<file path="src/rtl/pic_host_master.sv">
// CPU-side bus initiator for an 8259-style PIC: sequences register write/read
// cycles from a valid/ready command port and runs the two-pulse INTA acknowledge.
module pic_host_master #(
  parameter int unsigned STROBE_CYCLES = 2,
  parameter int unsigned GAP_CYCLES    = 1,
  parameter bit          AUTO_EOI_CMD  = 1'b0
) (
  input  logic       clk,
  input  logic       rst_n,
  input  logic       cmd_valid,
  output logic       cmd_ready,
  input  logic       cmd_write,
  input  logic       cmd_a0,
  input  logic [7:0] cmd_wdata,
  output logic       rsp_valid,
  output logic [7:0] rsp_rdata,
  input  logic       int_in,
  output logic       vec_valid,
  input  logic       vec_ready,
  output logic [7:0] vec_data,
  output logic       cs_n,
  output logic       rd_n,
  output logic       wr_n,
  output logic       a0,
  output logic       inta_n,
  output logic [7:0] d_out,
  output logic       d_oe,
  input  logic [7:0] d_in,
  output logic       busy
);

  localparam int unsigned MAXC = (STROBE_CYCLES > GAP_CYCLES) ? STROBE_CYCLES : GAP_CYCLES;
  localparam int unsigned CW   = (MAXC > 1) ? $clog2(MAXC) : 1;

  typedef enum logic [2:0] {
    S_IDLE, S_SETUP, S_STROBE, S_HOLD, S_RECOVER, S_INTA1, S_IGAP, S_INTA2
  } state_t;

  state_t        r_state, w_state_nxt;
  logic [CW-1:0] r_cnt, w_cnt_nxt;
  logic          r_write, w_write_nxt;
  logic          r_a0, w_a0_nxt;
  logic [7:0]    r_wdata, w_wdata_nxt;
  logic          r_eoi, w_eoi_nxt;
  logic          r_int_meta, r_int_s;
  logic          r_vec_valid;
  logic [7:0]    r_vec_data;
  logic [7:0]    r_rdata;
  logic          w_cnt_last;

  // Pins are registered from the next-state decode so they toggle glitch-free
  // on the same edge the state changes.
  logic          r_cs_n, r_rd_n, r_wr_n, r_a0_pin, r_inta_n, r_d_oe, r_rsp_valid;
  logic [7:0]    r_d_out;
  logic          w_cs_n, w_rd_n, w_wr_n, w_a0_pin, w_inta_n, w_d_oe, w_rsp_valid;
  logic [7:0]    w_d_out;
  logic          w_bus;

  assign w_cnt_last = (r_cnt == '0);
  assign cmd_ready  = (r_state == S_IDLE) && !(r_int_s && !r_vec_valid);
  assign busy       = (r_state != S_IDLE);

  always_comb begin
    w_state_nxt = r_state;
    w_cnt_nxt   = r_cnt;
    w_write_nxt = r_write;
    w_a0_nxt    = r_a0;
    w_wdata_nxt = r_wdata;
    w_eoi_nxt   = r_eoi;
    case (r_state)
      S_IDLE: begin
        if (r_int_s && !r_vec_valid) begin
          w_state_nxt = S_INTA1;
          w_cnt_nxt   = CW'(STROBE_CYCLES - 1);
        end else if (cmd_valid) begin
          w_state_nxt = S_SETUP;
          w_write_nxt = cmd_write;
          w_a0_nxt    = cmd_a0;
          w_wdata_nxt = cmd_wdata;
          w_eoi_nxt   = 1'b0;
        end
      end
      S_SETUP: begin
        w_state_nxt = S_STROBE;
        w_cnt_nxt   = CW'(STROBE_CYCLES - 1);
      end
      S_STROBE: begin
        if (w_cnt_last) w_state_nxt = S_HOLD;
        else            w_cnt_nxt   = r_cnt - CW'(1);
      end
      S_HOLD: begin
        w_state_nxt = S_RECOVER;
        w_cnt_nxt   = CW'(GAP_CYCLES - 1);
      end
      S_RECOVER: begin
        if (w_cnt_last) w_state_nxt = S_IDLE;
        else            w_cnt_nxt   = r_cnt - CW'(1);
      end
      S_INTA1: begin
        if (w_cnt_last) begin
          w_state_nxt = S_IGAP;
          w_cnt_nxt   = CW'(GAP_CYCLES - 1);
        end else begin
          w_cnt_nxt = r_cnt - CW'(1);
        end
      end
      S_IGAP: begin
        if (w_cnt_last) begin
          w_state_nxt = S_INTA2;
          w_cnt_nxt   = CW'(STROBE_CYCLES - 1);
        end else begin
          w_cnt_nxt = r_cnt - CW'(1);
        end
      end
      S_INTA2: begin
        if (w_cnt_last) begin
          if (AUTO_EOI_CMD) begin
            // Non-specific EOI: OCW2 0x20 at A0=0, reusing the normal write path.
            w_state_nxt = S_SETUP;
            w_write_nxt = 1'b1;
            w_a0_nxt    = 1'b0;
            w_wdata_nxt = 8'h20;
            w_eoi_nxt   = 1'b1;
          end else begin
            w_state_nxt = S_RECOVER;
            w_cnt_nxt   = CW'(GAP_CYCLES - 1);
          end
        end else begin
          w_cnt_nxt = r_cnt - CW'(1);
        end
      end
      default: w_state_nxt = S_IDLE;
    endcase

    w_bus       = (w_state_nxt == S_SETUP) || (w_state_nxt == S_STROBE) || (w_state_nxt == S_HOLD);
    w_cs_n      = !w_bus;
    w_a0_pin    = w_bus && w_a0_nxt;
    w_d_oe      = w_bus && w_write_nxt;
    w_d_out     = w_d_oe ? w_wdata_nxt : '0;
    w_wr_n      = !((w_state_nxt == S_STROBE) && w_write_nxt);
    w_rd_n      = !((w_state_nxt == S_STROBE) && !w_write_nxt);
    w_inta_n    = !((w_state_nxt == S_INTA1) || (w_state_nxt == S_INTA2));
    w_rsp_valid = (w_state_nxt == S_HOLD) && !w_eoi_nxt;
  end

  always_ff @(posedge clk or negedge rst_n) begin
    if (!rst_n) begin
      r_state     <= S_IDLE;
      r_cnt       <= '0;
      r_write     <= 1'b0;
      r_a0        <= 1'b0;
      r_wdata     <= '0;
      r_eoi       <= 1'b0;
      r_int_meta  <= 1'b0;
      r_int_s     <= 1'b0;
      r_vec_valid <= 1'b0;
      r_vec_data  <= '0;
      r_rdata     <= '0;
      r_cs_n      <= 1'b1;
      r_rd_n      <= 1'b1;
      r_wr_n      <= 1'b1;
      r_a0_pin    <= 1'b0;
      r_inta_n    <= 1'b1;
      r_d_oe      <= 1'b0;
      r_d_out     <= '0;
      r_rsp_valid <= 1'b0;
    end else begin
      r_state     <= w_state_nxt;
      r_cnt       <= w_cnt_nxt;
      r_write     <= w_write_nxt;
      r_a0        <= w_a0_nxt;
      r_wdata     <= w_wdata_nxt;
      r_eoi       <= w_eoi_nxt;
      r_int_meta  <= int_in;
      r_int_s     <= r_int_meta;
      r_cs_n      <= w_cs_n;
      r_rd_n      <= w_rd_n;
      r_wr_n      <= w_wr_n;
      r_a0_pin    <= w_a0_pin;
      r_inta_n    <= w_inta_n;
      r_d_oe      <= w_d_oe;
      r_d_out     <= w_d_out;
      r_rsp_valid <= w_rsp_valid;
      if (r_state == S_STROBE && w_cnt_last && !r_write) r_rdata <= d_in;
      if (r_vec_valid && vec_ready) r_vec_valid <= 1'b0;
      if (r_state == S_INTA2 && w_cnt_last) begin
        r_vec_valid <= 1'b1;
        r_vec_data  <= d_in;
      end
    end
  end

  assign cs_n      = r_cs_n;
  assign rd_n      = r_rd_n;
  assign wr_n      = r_wr_n;
  assign a0        = r_a0_pin;
  assign inta_n    = r_inta_n;
  assign d_oe      = r_d_oe;
  assign d_out     = r_d_out;
  assign rsp_valid = r_rsp_valid;
  assign rsp_rdata = r_rdata;
  assign vec_valid = r_vec_valid;
  assign vec_data  = r_vec_data;

endmodule

</file>
<file path="config.mk">
export PLATFORM = sky130hd
export DESIGN_NAME = pic_host_master
export DESIGN_NICKNAME = d
export VERILOG_FILES = /design/src/rtl/pic_host_master.sv
export SDC_FILE = /design/constraint.sdc
export NUM_CORES = 1
export LEC_CHECK = 0
export ABC_AREA = 1
export ABC_CLOCK_PERIOD_IN_PS = 1800
export BUFFER_PORTS_ARGS = -buffer_cell sky130_fd_sc_hd__buf_2
export CAP_MARGIN = 40
export CORE_MARGIN = 4
export CORE_UTILIZATION = 35
export CTS_CLUSTER_SIZE = 12
export DETAILED_ROUTE_END_ITERATION = 7
export GPL_TIMING_DRIVEN = 0
export SYNTH_ARGS = -nofsm -noshare
export SYNTH_HDL_FRONTEND = slang
export SYNTH_SLANG_ARGS = --single-unit
</file>
<file path="constraint.sdc">
create_clock -name clk -period 1.8 [get_ports clk]
set_clock_uncertainty 0.15 [all_clocks]
set_input_delay 0 -clock clk [delete_from_list [all_inputs] [get_ports clk]]
set_output_delay 0 -clock clk [all_outputs]
set_load 0.02 [all_outputs]
</file>
Word-level counts from Yosys, hierarchy flattened
Cells that the tools add are included.
Widths: inputs -> output; s select.
{ "totals": {"input_bits": 23, "regBits": 49} }
{ "op_classes": {"n_reduce_logical": 27, "n_mux": 27, "bitwise_logic": 1, "add_sub_neg": 1, "n_eq_ne": 13} }
{ "ops": {"columns": ["op", "n"], "rows": [
  ["$mux 8", 4],
  ["$pmux 3 s8", 1],
  ["$mux 3", 7],
  ["$eq 3x3->1 const B", 6],
  ["$mux 1", 14],
  ["$eq 3x2->1 const B", 4],
  ["$logic_and 1x1->1", 11],
  ["$logic_not 1->1", 9],
  ["$eq 3x1->1 const B", 2],
  ["$pmux 1 s5", 1],
  ["$reduce_or 4->1", 1],
  ["$logic_not 3->1", 1],
  ["$logic_or 1x1->1", 3],
  ["$reduce_bool 3->1", 1],
  ["$ne 2x1->1 const B", 1],
  ["$reduce_bool 2->1", 1],
  ["$not 1->1", 1],
  ["$sub 1x1->1 const B", 1]
]} }

Logic depth before layout (Yosys ltp)
Gate-level depths: netlist of run 1.
{ "depth": {"word_depth": 9, "mapped_depth": 8, "depth_no_buf": 8} }

Least setup slack after synthesis of run 1
OpenSTA, ideal clock, no wires.
{ "synth_timing": {"path_type": "flip-flop to flip-flop", "from": "register r_state[1]", "to": "register r_d_out[0] (netlist: d_out[0])", "period_less_slack_ns": 1.504, "stages_incl_launch_ff": 8, "arrival_ns": 1.232, "path_slack_ns": 0.296, "path_buffers": 1, "path_cell_list": "dfrtp_1 -> buf_6 -> nor2_4 -> nand2_4 -> nor2_4 -> nand3_2 -> nand3_4 -> nor2_1"} }
{ "synth_between": {"elab_chain_cells": 8, "elab_cells_between_ends": 25, "classes_between": "eq/ne (10); mux (11); reduce/logical (4)"} }
{ "synth_rtl": {"columns": ["item", "line_no", "source"], "rows": [
  ["from (decl)", "39", "state_t r_state, w_state_nxt;"],
  ["from (signal assigned)", "168", "r_state <= w_state_nxt;"],
  ["$mux 3", "75", "end else if (cmd_valid) begin"],
  ["$mux 3", "72", "if (r_int_s && !r_vec_valid) begin"],
  ["$pmux 3 s8", "70", "case (r_state)"],
  ["$eq 3x1->1 / $eq 3x2->1 (equally long branches)", "135", "w_bus = (w_state_nxt == S_SETUP) || (w_state_nxt == S_STROBE) || (w_state_nxt == S_HOLD);"],
  ["$logic_or 1x1->1 (2 in series)", "135", null],
  ["$logic_and 1x1->1", "138", "w_d_oe = w_bus && w_write_nxt;"],
  ["$mux 8 *", "139", "w_d_out = w_d_oe ? w_wdata_nxt : '0;"],
  ["net w_d_out[0]", "56", "logic [7:0] w_d_out;"],
  ["to (signal assigned)", "182", "r_d_out <= w_d_out;"],
  ["to (decl)", "54", "logic [7:0] r_d_out;"]
]} }
The timed path passes the listed nets; every way through them passes the cells marked *.
A chain may end at the register's enable or synchronous reset.

Worst setup path in the final report of run 1
{ "layout_timing": {"from": "register r_cnt", "to": "register r_rdata[6] (netlist: rsp_rdata[6])"} }
{ "layout_between": {"elab_chain_cells": 3} }
{ "layout_rtl": {"columns": ["item", "line_no", "source"], "rows": [
  ["from (decl)", "40", "logic [CW-1:0] r_cnt, w_cnt_nxt;"],
  ["from (signal assigned)", "169", "r_cnt <= w_cnt_nxt;"],
  ["$not 1->1", "59", "assign w_cnt_last = (r_cnt == '0);"],
  ["$logic_and 1x1->1 (2 in series)", "184", "if (r_state == S_STROBE && w_cnt_last && !r_write) r_rdata <= d_in;"],
  ["to (signal assigned)", "184", null],
  ["to (decl)", "48", "logic [7:0] r_rdata;"]
]} }
No other way between the ends.

==> results of run 1 <==
==> where the power goes <==
part	internal (mW)	total (mW)	leakage (nW)	switching, mW
clock network	0.347	0.678	0.0542	0.331
logic	0.686	1.98	0.813	1.30
registers	1.61	1.84	0.588	0.226
==> flip-flops by register name, summed over array words and instances (netlist names), 3 cells and up <==
register,flops
d_out,8
r_wdata,8
rsp_rdata,8
vec_data,8
r_state,3
==> cell families (layout without fill, tap and decap cells) <==
kind of cell              after synthesis  count (layout)  share of synthesized area, %
DFF                                    49              49                          63.6
AOI/OAI and AO/OA                      31              31                          8.09
and+or+nand+nor                        65              65                          17.6
buffers and inverters                  46             134                          10.2
xor gates and xnor gates                1               1                         0.453
==> cell usage in the layout (no fill, tap or decap), types with 5 or more instances in the layout <==
cell type / n
o21ai_0: 10
dlygate4sd3_1: 23
o21ai_1: 16
nand3_1: 5
inv_1: 40
nand2_1: 37
dfrtp_1: 45
clkbuf_8: 7
nor2_1: 12
buf_2: 58
==> how the worst min path moves through the flow <==
stage                 endpoint  slack [ns]
global route            inta_n        0.09
global placement    r_int_meta       -0.04
finish                  inta_n        0.08
CTS                     inta_n        0.09
detailed placement        r_a0       -0.24
floorplan                   a0       -0.45
==> layer usage <==
metal	vias to the layer above	wire length, um
met1	657	1880
met5	-	0
li1	754	-
met4	0	38
met2	51	1820
met3	7	286
==> layout make-up <==
| cell class | instances | area (sq um) |
|---|---|---|
| plain buffers | 5 | 43.8 |
| clock buffers | 7 | 96.3 |
| clock inverters | 1 | 5.00 |
| fillers | 485 | 2580 |
| inverters | 41 | 154 |
| multi-input cells | 97 | 505 |
| flip-flops and latches | 49 | 1230 |
| well taps | 70 | 87.6 |
| repair buffers | 80 | 531 |
==> per-stage QoR <==
stage	total power [mW]	area [sq um]	util (%)
after detailed placement	3.82	2320	44.3
after CTS	4.55	2650	50.7
after floorplan	3.20	1930	-
after global routing	4.88	2650	50.7
after global placement	3.79	2300	44.0
final	4.50	2650	50.7
==> metrics.md, run 1 <==
| Metric | Value |
|---|---|
| Met2 Use GR | `21.2%` |
| N_diodes | `0` |
| Hpwl dp | `2760 um` |
| Dpl cells | `319` |
| Top cell type's share of synthesized area | `around three fifths` |
| GRT Resource Usage Total | `a little over an eighth` |
| Yosys warns | `0` |
| Post-cts sizing count | `0` |
| Worst path bufs/invs | `1` |
| Ports | `57` |
| Share of layout cells above drive strength 1 | `between 30 and 40%` |
| Pre-CTS setup slack | `~0.23 ns` |
| FF-to-FF path depth | `5` |
| Largest net degree at the start of global routing | `38` |
| Via density | `~4.2` |
| Met3 GRT Util | `~4%` |
| Drt total wl | `between 4000 and 5000 um` |
| Most common cell in the synthesized netlist | `dfrtp_1` |
| Final GP Congestion | `a little over 0.7` |
| Via count | `1469` |
| Setup crit start | `r_cnt` |
| Count of pins over their slew limit | `0` |
| # hold bufs at CTS | `23` |
| TritonCTS clock tree | `yes` |
| Synth Register Bits | `around 50` |
| Crit path to | `rsp_rdata[6]` |
| Setup TNS | `0 ns` |
| Area of the die | `~6800 sq um` |
| CP arrival | `around 1.6 ns` |
| PD cells | `between 1500 and 2000 nW/um^2` |
| Seq/Total Area, Yosys | `between 60% and 70%` |
| Final Critical Period | `1.56 ns` |
| Cell family with most CP delay | `simple AND/OR/NAND/NOR gates` |
| Clock buffer count from CTS | `5` |
| Postcts setup bufs | `0` |
| Top_reg_cell synth | `dfrtp_1` |
| Post-synthesis cell count | `between 150 and 200` |
| First-pass GRT wire length | `just under 7000 um` |
| Max frequency | `between 0.6 and 0.7 GHz` |
| Met1 Usage GRT | `17.6%` |
| Synth top cells by count | `dfrtp_1, inv_1, nand2_1` |
| Syn_nets | `215` |
| Largest cells by area after synthesis | `dfrtp_1, inv_1, nand2_1, dfstp_2, o21ai_1` |
| Root buffer cell | `clkbuf_8` |
| Leak pwr | `1.46 nW` |
| Status | `finished clean` |
| Stages on the worst setup path | `5` |
| RSZ-0062 raised after global routing | `false` |
| Grt peak-use layer | `met2` |
| Final hold vios | `0` |
| Grt total ovfl | `0` |
| CTS HTree Levels | `2` |
| Port Buffers | `56` |
| Max Cap Viol | `0` |
| Worst slew margin | `between 60 and 70%` |
| Final WS setup | `around 0.24 ns` |
| Area growth syn-to-layout | `37.2%` |
| Synth cell types | `23` |
| Initial antenna violation count | `0` |
| Vias in the first global route | `1485` |
| CTS Buffer Depth | `2` |
| Antenna Violating Nets Remaining | `0` |
| Hold/Removal Path Class | `input port to async pin` |
| Clk sinks | `between 40 and 50` |
| Die width | `about 82 um` |
| Worst EP required | `1.83 ns` |
| Crit-path max FO | `10` |
| Reg2reg setup slack | `approximately 0.24 ns` |
| CP cell instances | `nor2_1 -> nand4_2 -> buf_2 -> nand2_1 -> o21ai_0` |
| Final clock period utilization by the worst path | `86.7%` |
| Max incr delay on CP | `roughly 0.45 ns` |
| Initial DRC count | `60` |
| Slowest-stage cell, CP | `dfrtp_1` |
| Synthesized area | `~1900 sq um` |
| Post-synth EDFFs | `0` |
| Setup CP Type | `register to register` |
| DR pass1 iterations | `4` |
| Clock-pin transition on the worst setup and hold timing paths | `~0.08 ns` |
| Startpoint types | `register` |
| Async set-reset flop share out of synthesis | `100%` |
| Yosys top cell by area | `dfrtp_1` |
| # nets final | `approximately 300` |
| WHS | `0.0833 ns` |
| Post-Layout Cell Count | `350` |
| Die height | `~82 um` |
| Clock Latency Late Sink | `0.29 ns` |
| Final setup fails | `0` |
| R2r endpoint | `rsp_rdata[6]` |
| DRC Markers | `0` |
| Endpoint class of the critical path | `register` |
| Worst VDD drop | `about 1.1 mV` |
| Effective utilization at floorplan | `between 30% and 40%` |
| Avg Cell Area, Syn | `10.1 sq um` |
| Measured slew at the worst slew-check pin | `0.513 ns` |
| Worst r2r src | `r_cnt` |
| WL per Instance | `11.5 um` |
| Number of core rows | `26` |
| Core area | `between 5000 and 6000 sq um` |
Note: power is estimated with default switching activity, not from simulation.
==> inputs of run 2 (changes only) <==
--- a/config.mk
+++ b/config.mk
@@ -9,11 +9,15 @@
 export ABC_CLOCK_PERIOD_IN_PS = 1800
 export BUFFER_PORTS_ARGS = -buffer_cell sky130_fd_sc_hd__buf_2
 export CAP_MARGIN = 40
+export CELL_PAD_IN_SITES_DETAIL_PLACEMENT = 0
+export CELL_PAD_IN_SITES_GLOBAL_PLACEMENT = 1
 export CORE_MARGIN = 4
-export CORE_UTILIZATION = 35
+export CORE_UTILIZATION = 40
+export CTS_BUF_LIST = sky130_fd_sc_hd__clkbuf_2
 export CTS_CLUSTER_SIZE = 12
 export DETAILED_ROUTE_END_ITERATION = 7
 export GPL_TIMING_DRIVEN = 0
+export PLACE_DENSITY_LB_ADDON = 0.1
 export SYNTH_ARGS = -nofsm -noshare
 export SYNTH_HDL_FRONTEND = slang
 export SYNTH_SLANG_ARGS = --single-unit
==> metrics.md, run 2 (synthesized netlist as in run 1, its figures left out) <==
| Metric | Value |
|---|---|
| Most frequent cells in the layout | `buf_2, dfrtp_1, inv_1, nand2_1, dlygate4sd3_1` |
| DRC Markers | `0 (unchanged)` |
| N_diodes | `0 (unchanged)` |
| FF-to-FF path depth | `7 (+2)` |
| Slowest-stage cell, CP | `dfrtp_1` |
| Multi-input logic area | `505 sq um (unchanged)` |
| Die height | `77.5 um (-5.8%)` |
| Worst path bufs/invs | `4 (+3)` |
| Worst EP required | `1.96 ns (+0.13 ns)` |
| Initial DRC count | `38 (-37%)` |
| Setup TNS | `0 ns (unchanged)` |
| Clk sinks | `49 (unchanged)` |
| CP arrival | `1.81 ns (+0.22 ns)` |
| Hold path endpoint | `r_int_meta` |
| CTS Buffer Depth | `2 (unchanged)` |
| Ports | `57 (unchanged)` |
| Fillers | `420 (-13%)` |
| Pint | `2.53 mW (-4.2%)` |
| Clock-pin transition on the worst setup and hold timing paths | `0.23 ns (+0.15 ns)` |
| Area growth syn-to-layout | `35.3%` |
| Port Buffers | `56 (unchanged)` |
| Final clock period utilization by the worst path | `91.8% (+5.0 points)` |
| Die width | `77.5 um (-5.8%)` |
| TritonCTS clock tree | `yes` |
| PD cells | `1670 nW/um^2 (-1.5%)` |
| Leak pwr | `1.45 nW (-0.56%)` |
| CP cell instances | `buf_6 -> nor2_4 -> buf_4 -> nand4_4 -> buf_2 -> o21ai_1 -> inv_1` |
| Final hold vios | `0 (unchanged)` |
| Cell depth of the worst hold path | `2` |
| Effective utilization at floorplan | `41.2% (+4.3 points)` |
| Root buffer cell | `clkbuf_2` |
| DR pass1 iterations | `4 (unchanged)` |
| Max Cap Viol | `0 (unchanged)` |
| Crit-path max FO | `10 (unchanged)` |
| Antenna Violating Nets Remaining | `0 (unchanged)` |
| Hold_sp | `int_in` |
| Hold/Removal Path Class | `input port to register` |
| # nets final | `304 (+0.66%)` |
| WHS | `0.0752 ns (-0.00813 ns)` |
| CTS HTree Levels | `2 (unchanged)` |
| Worst r2r src | `r_state[1]` |
| Post-Layout Cell Count | `336 (-4.0%)` |
| Number of core rows | `25 (-3.8%)` |
| Pre-CTS setup slack | `0.238 ns (+0.0101 ns)` |
| Via density | `4.39 (+4.7%)` |
| Post-cts sizing count | `0 (unchanged)` |
| Comb pwr share | `45.6% (+1.5 points)` |
| First-pass GRT wire length | `7020 um (+2.2%)` |
| Via count | `1476 (+0.48%)` |
| Share of layout cells above drive strength 1 | `30.5% (-0.22 points)` |
| Worst slew margin | `50.1% (-16 points)` |
| Measured slew at the worst slew-check pin | `0.747 ns (+0.233 ns)` |
| Count of pins over their slew limit | `0 (unchanged)` |
| Commonest non-fill, non-tap cell in the layout | `buf_2` |
| Total chip power | `4.37 mW (-2.9%)` |
| Placed inst area | `2300 sq um (-0.86%)` |
| Max incr delay on CP | `0.43 ns (-0.02 ns)` |
| WL per Instance | `11.5 um (about the same)` |
| P_sw | `1.84 mW (-0.93%)` |
| Sequential power share | `41.5% (+0.7 points)` |
| Status | `finished clean` |
| Final Critical Period | `1.65 ns (+0.0907 ns)` |
| Area of the die | `6010 sq um (-11%)` |
| Clock buffer count from CTS | `5 (unchanged)` |
| Sw Ratio | `42.1% (+0.82 points)` |
| Final instance area | `2620 sq um (-1.4%)` |
| Largest net degree at the start of global routing | `30 (-21%)` |
| Reg2reg setup slack | `0.15 ns (-0.09 ns)` |
| GRT Resource Usage Total | `14.6% (+1.3 points)` |
| Final GP Congestion | `0.793 (+9.2%)` |
| Initial antenna violation count | `0 (unchanged)` |
| Clock power frac | `12.9% (-2.2 points)` |
| Grt total ovfl | `0 (unchanged)` |
| Final setup fails | `0 (unchanged)` |
| Setup CP Type | `register to register` |
| Core area | `4690 sq um (-10%)` |
| Drt total wl | `3870 um (-4.1%)` |
| Max frequency | `0.605 GHz (-5.5%)` |
| Final WS setup | `0.148 ns (-0.0907 ns)` |
| R2r endpoint | `r_wdata[7]` |
| Worst VDD drop | `0.891 mV (-16%)` |
| Clock Latency Late Sink | `0.41 ns (+0.12 ns)` |
| RSZ-0062 raised after global routing | `false` |
| Endpoint class of the critical path | `register` |
| Vias in the first global route | `1570 (+5.7%)` |
| Cell family with most CP delay | `buffers and inverters` |
| Fin util | `55.8% (+5.1 points)` |
| Dpl cells | `303 (-5.0%)` |
| Sequential Area | `1230 sq um (unchanged)` |
| Hpwl dp | `2570 um (-7.1%)` |
| Startpoint types | `register` |
==> run 2: cell types whose count changed in the layout (fill, tap and decap cells not counted), sizes merged <==
cell,before,now
buf,62,63
bufinv,0,1
clkbuf,7,5
clkinvlp,0,1
dlygate4sd3,23,24
==> run 2: worst max-delay path by stage <==
stage	from	endpoint	slack (ns)	depth (start not counted)
after global placement	r_cnt	rsp_rdata[6]	0.26	5
after floorplan	r_state[1]	d_out[0]	0.30	7
final	r_state[1]	r_wdata[7]	0.15	7
after CTS	r_state[1]	cmd_ready	0.08	5
after detailed placement	r_cnt	rsp_rdata[6]	0.24	5
after global routing	r_state[0]	cmd_ready	0.02	4
==> run 2: final cells by class <==
type                       instances  area share, %
sequential                        49           47.1
timing repair buffer              82           20.9
multi-input combinational         97           19.3
inverter                          41           5.88
tap                               54           2.58
buffer                             5           1.67
clock inverter                     3           1.58
clock buffer                       5          0.956
==> run 2: routing by layer <==
metal  wire length, um  vias up  track usage (%)
met4                43        0             4.27
met2              1920       43             25.4
met1              1670      667             17.3
met5                 0        -                0
li1                  -      761                -
met3               238        5             4.52
==> run 2: worst register-to-register path: stages, from the launching register on <==
cell     delay, ns
dfrtp_1       0.43
buf_6         0.13
nor2_4        0.14
buf_4         0.15
nand4_4       0.10
buf_2         0.22
o21ai_1       0.18
inv_1         0.07
==> run 2: what timing repair did <==
action / in CTS / in global routing
setup buffers: 0 / 1
hold buffers: 24 / 0
endpoints found under the hold margin: 93 / 0
setup endpoints to repair: 0 / 1
==> run 2: power groups by stage <==
| stage | registers [mW] | logic [mW] | clock network (mW) |
|---|---|---|---|
| after floorplan | 2.26 | 0.936 | 0 |
| after global placement | 1.84 | 1.95 | 0 |
| after detailed placement | 1.83 | 1.98 | 0 |
| after CTS | 1.81 | 2.02 | 0.594 |
| after global routing | 1.88 | 2.26 | 0.641 |
| final | 1.81 | 1.99 | 0.563 |
==> inputs of run 3 (changes only) <==
--- a/config.mk
+++ b/config.mk
@@ -18,6 +18,7 @@
 export DETAILED_ROUTE_END_ITERATION = 7
 export GPL_TIMING_DRIVEN = 0
 export PLACE_DENSITY_LB_ADDON = 0.1
+export REMOVE_ABC_BUFFERS = 1
 export SYNTH_ARGS = -nofsm -noshare
 export SYNTH_HDL_FRONTEND = slang
 export SYNTH_SLANG_ARGS = --single-unit
==> metrics.md, run 3 (synthesized netlist as in run 1, its figures left out) <==
| Metric | Value |
|---|---|
| Drt total wl | `3910 um (+1.1%)` |
| Port Buffers | `56 (unchanged)` |
| Area growth syn-to-layout | `35.8%` |
| Endpoint class of the critical path | `register` |
| Vias in the first global route | `1504 (-4.2%)` |
| WL per Instance | `11.8 um (+2.4%)` |
| Ports | `57 (unchanged)` |
| Final setup fails | `0 (unchanged)` |
| GRT Resource Usage Total | `13.9% (-0.74 points)` |
| Die height | `77.5 um (unchanged)` |
| Area of the die | `6010 sq um (unchanged)` |
| Final WS setup | `0.116 ns (-0.0324 ns)` |
| N_diodes | `0 (unchanged)` |
| Hpwl dp | `2470 um (-3.9%)` |
| Max frequency | `0.594 GHz (-1.9%)` |
| Root buffer cell | `clkbuf_2` |
| Leak pwr | `1.44 nW (-0.80%)` |
| DRC Markers | `0 (unchanged)` |
| # nets final | `300 (-1.3%)` |
| Crit-path max FO | `10 (unchanged)` |
| Count of pins over their slew limit | `0 (unchanged)` |
| Clock buffer count from CTS | `5 (unchanged)` |
| First-pass GRT wire length | `6600 um (-6.0%)` |
| Initial antenna violation count | `0 (unchanged)` |
| Via count | `1468 (-0.54%)` |
| Number of core rows | `25 (unchanged)` |
| Max Cap Viol | `0 (unchanged)` |
| Core area | `4690 sq um (unchanged)` |
| Worst slew margin | `65.3% (+15 points)` |
| Largest net degree at the start of global routing | `38 (+27%)` |
| WHS | `0.0769 ns (+0.00174 ns)` |
| CP arrival | `1.86 ns (+0.05 ns)` |
| DR pass1 iterations | `4 (unchanged)` |
| Final GP Congestion | `0.718 (-9.5%)` |
| Worst EP required | `1.98 ns (+0.02 ns)` |
| Initial DRC count | `43 (+13%)` |
| Final hold vios | `0 (unchanged)` |
| Clock-pin transition on the worst setup and hold timing paths | `0.22 ns (about the same)` |
| Via density | `4.42 (+0.66%)` |
| CTS Buffer Depth | `2 (unchanged)` |
| Worst VDD drop | `0.963 mV (+8.1%)` |
| Clock Latency Late Sink | `0.41 ns (about the same)` |
| Setup CP Type | `register to register` |
| Commonest non-fill, non-tap cell in the layout | `buf_2` |
| PD cells | `1720 nW/um^2 (+3.1%)` |
| TritonCTS clock tree | `yes` |
| Startpoint types | `register` |
| Die width | `77.5 um (unchanged)` |
| Effective utilization at floorplan | `41.2% (unchanged)` |
| Measured slew at the worst slew-check pin | `0.519 ns (-0.228 ns)` |
| Most frequent cells in the layout | `buf_2, dfrtp_1, inv_1, nand2_1, dlygate4sd3_1` |
| Final instance area | `2630 sq um (+0.43%)` |
| Hold/Removal Path Class | `input port to register` |
| Pre-CTS setup slack | `0.0321 ns (-0.206 ns)` |
| Fin util | `56.0% (+0.24 points)` |
| CTS HTree Levels | `2 (unchanged)` |
| Final clock period utilization by the worst path | `93.6% (+1.8 points)` |
| Antenna Violating Nets Remaining | `0 (unchanged)` |
| Final Critical Period | `1.68 ns (+0.0324 ns)` |
| Grt total ovfl | `0 (unchanged)` |
| Share of layout cells above drive strength 1 | `30.9% (+0.44 points)` |
| Status | `finished clean` |
| Placed inst area | `2260 sq um (-1.9%)` |
| Setup TNS | `0 ns (unchanged)` |
| Clk sinks | `49 (unchanged)` |
[run 3: report_power, final]
group          internal, mW  leakage (nW)  total (mW)  switching [mW]
sequential             1.60         0.587        1.85           0.243
combinational         0.668         0.796        1.97            1.30
clock                 0.371        0.0529       0.709           0.338
total                  2.64          1.44        4.53            1.88
[run 3: area by class of cell]
| type | instances | area, sq um |
|---|---|---|
| Clock inverter | 3 | 65.1 |
| Timing Repair Buffer | 82 | 551 |
| Tap cell | 54 | 67.6 |
| Inverter | 41 | 158 |
| Multi-Input combinational cell | 98 | 529 |
| Sequential cell | 49 | 1230 |
| Clock buffer | 5 | 25.0 |
| Fill cell | 460 | 2060 |
[run 3: routing by layer]
| layer | track usage, % | vias up | share of wire [%] |
|---|---|---|---|
| li1 | - | 748 | - |
| met1 | 16.6 | 680 | 47 |
| met2 | 23.7 | 34 | 47 |
| met3 | 4.41 | 6 | 5.4 |
| met4 | 4.27 | 0 | 1.3 |
| met5 | 0 | - | 0 |
[run 3: critical path: stages, from the launching register on]
cell,delay (ns)
dfrtp_2,0.53
nor2_4,0.22
buf_4,0.16
nand4_2,0.23
o21ai_1,0.25
nor2_1,0.07
[run 3: repair_timing]
item / in CTS / in global routing
hold endpoints to repair: 92 / 0
hold buffers: 24 / 0
endpoints found under the setup margin: 2 / 11
cloned: 0 / 1
setup buffers: 0 / 1
gates resized for setup: 0 / 5
pin swaps: 1 / 2
[run 3: worst paths after layout]
check / slack, ns / end / cells past startpoint / start
setup / recovery: 0.12 / d_out[0] / 5 / r_state[1]
hold / removal: 0.08 / r_int_meta / 2 / int_in
setup reg to reg: 0.12 / d_out[0] / 5 / r_state[1]
hold reg to reg: 0.23 / r_int_s / 0 / r_int_meta
max in group asynchronous: 0.14 / vec_data[7] / 4 / rst_n
min in group asynchronous: 0.45 / rsp_rdata[3] / 4 / rst_n
[run 3: metrics by stage]
| stage | std cells | power [mW] |
|---|---|---|
| 2_1_floorplan | 187 | 3.14 |
| 3_3_place_gp | 297 | 3.73 |
| 3_5_place_dp | 298 | 3.75 |
| 4_1_cts | 330 | 4.50 |
| 5_1_grt | 332 | 4.93 |
| 6_report | 332 | 4.53 |
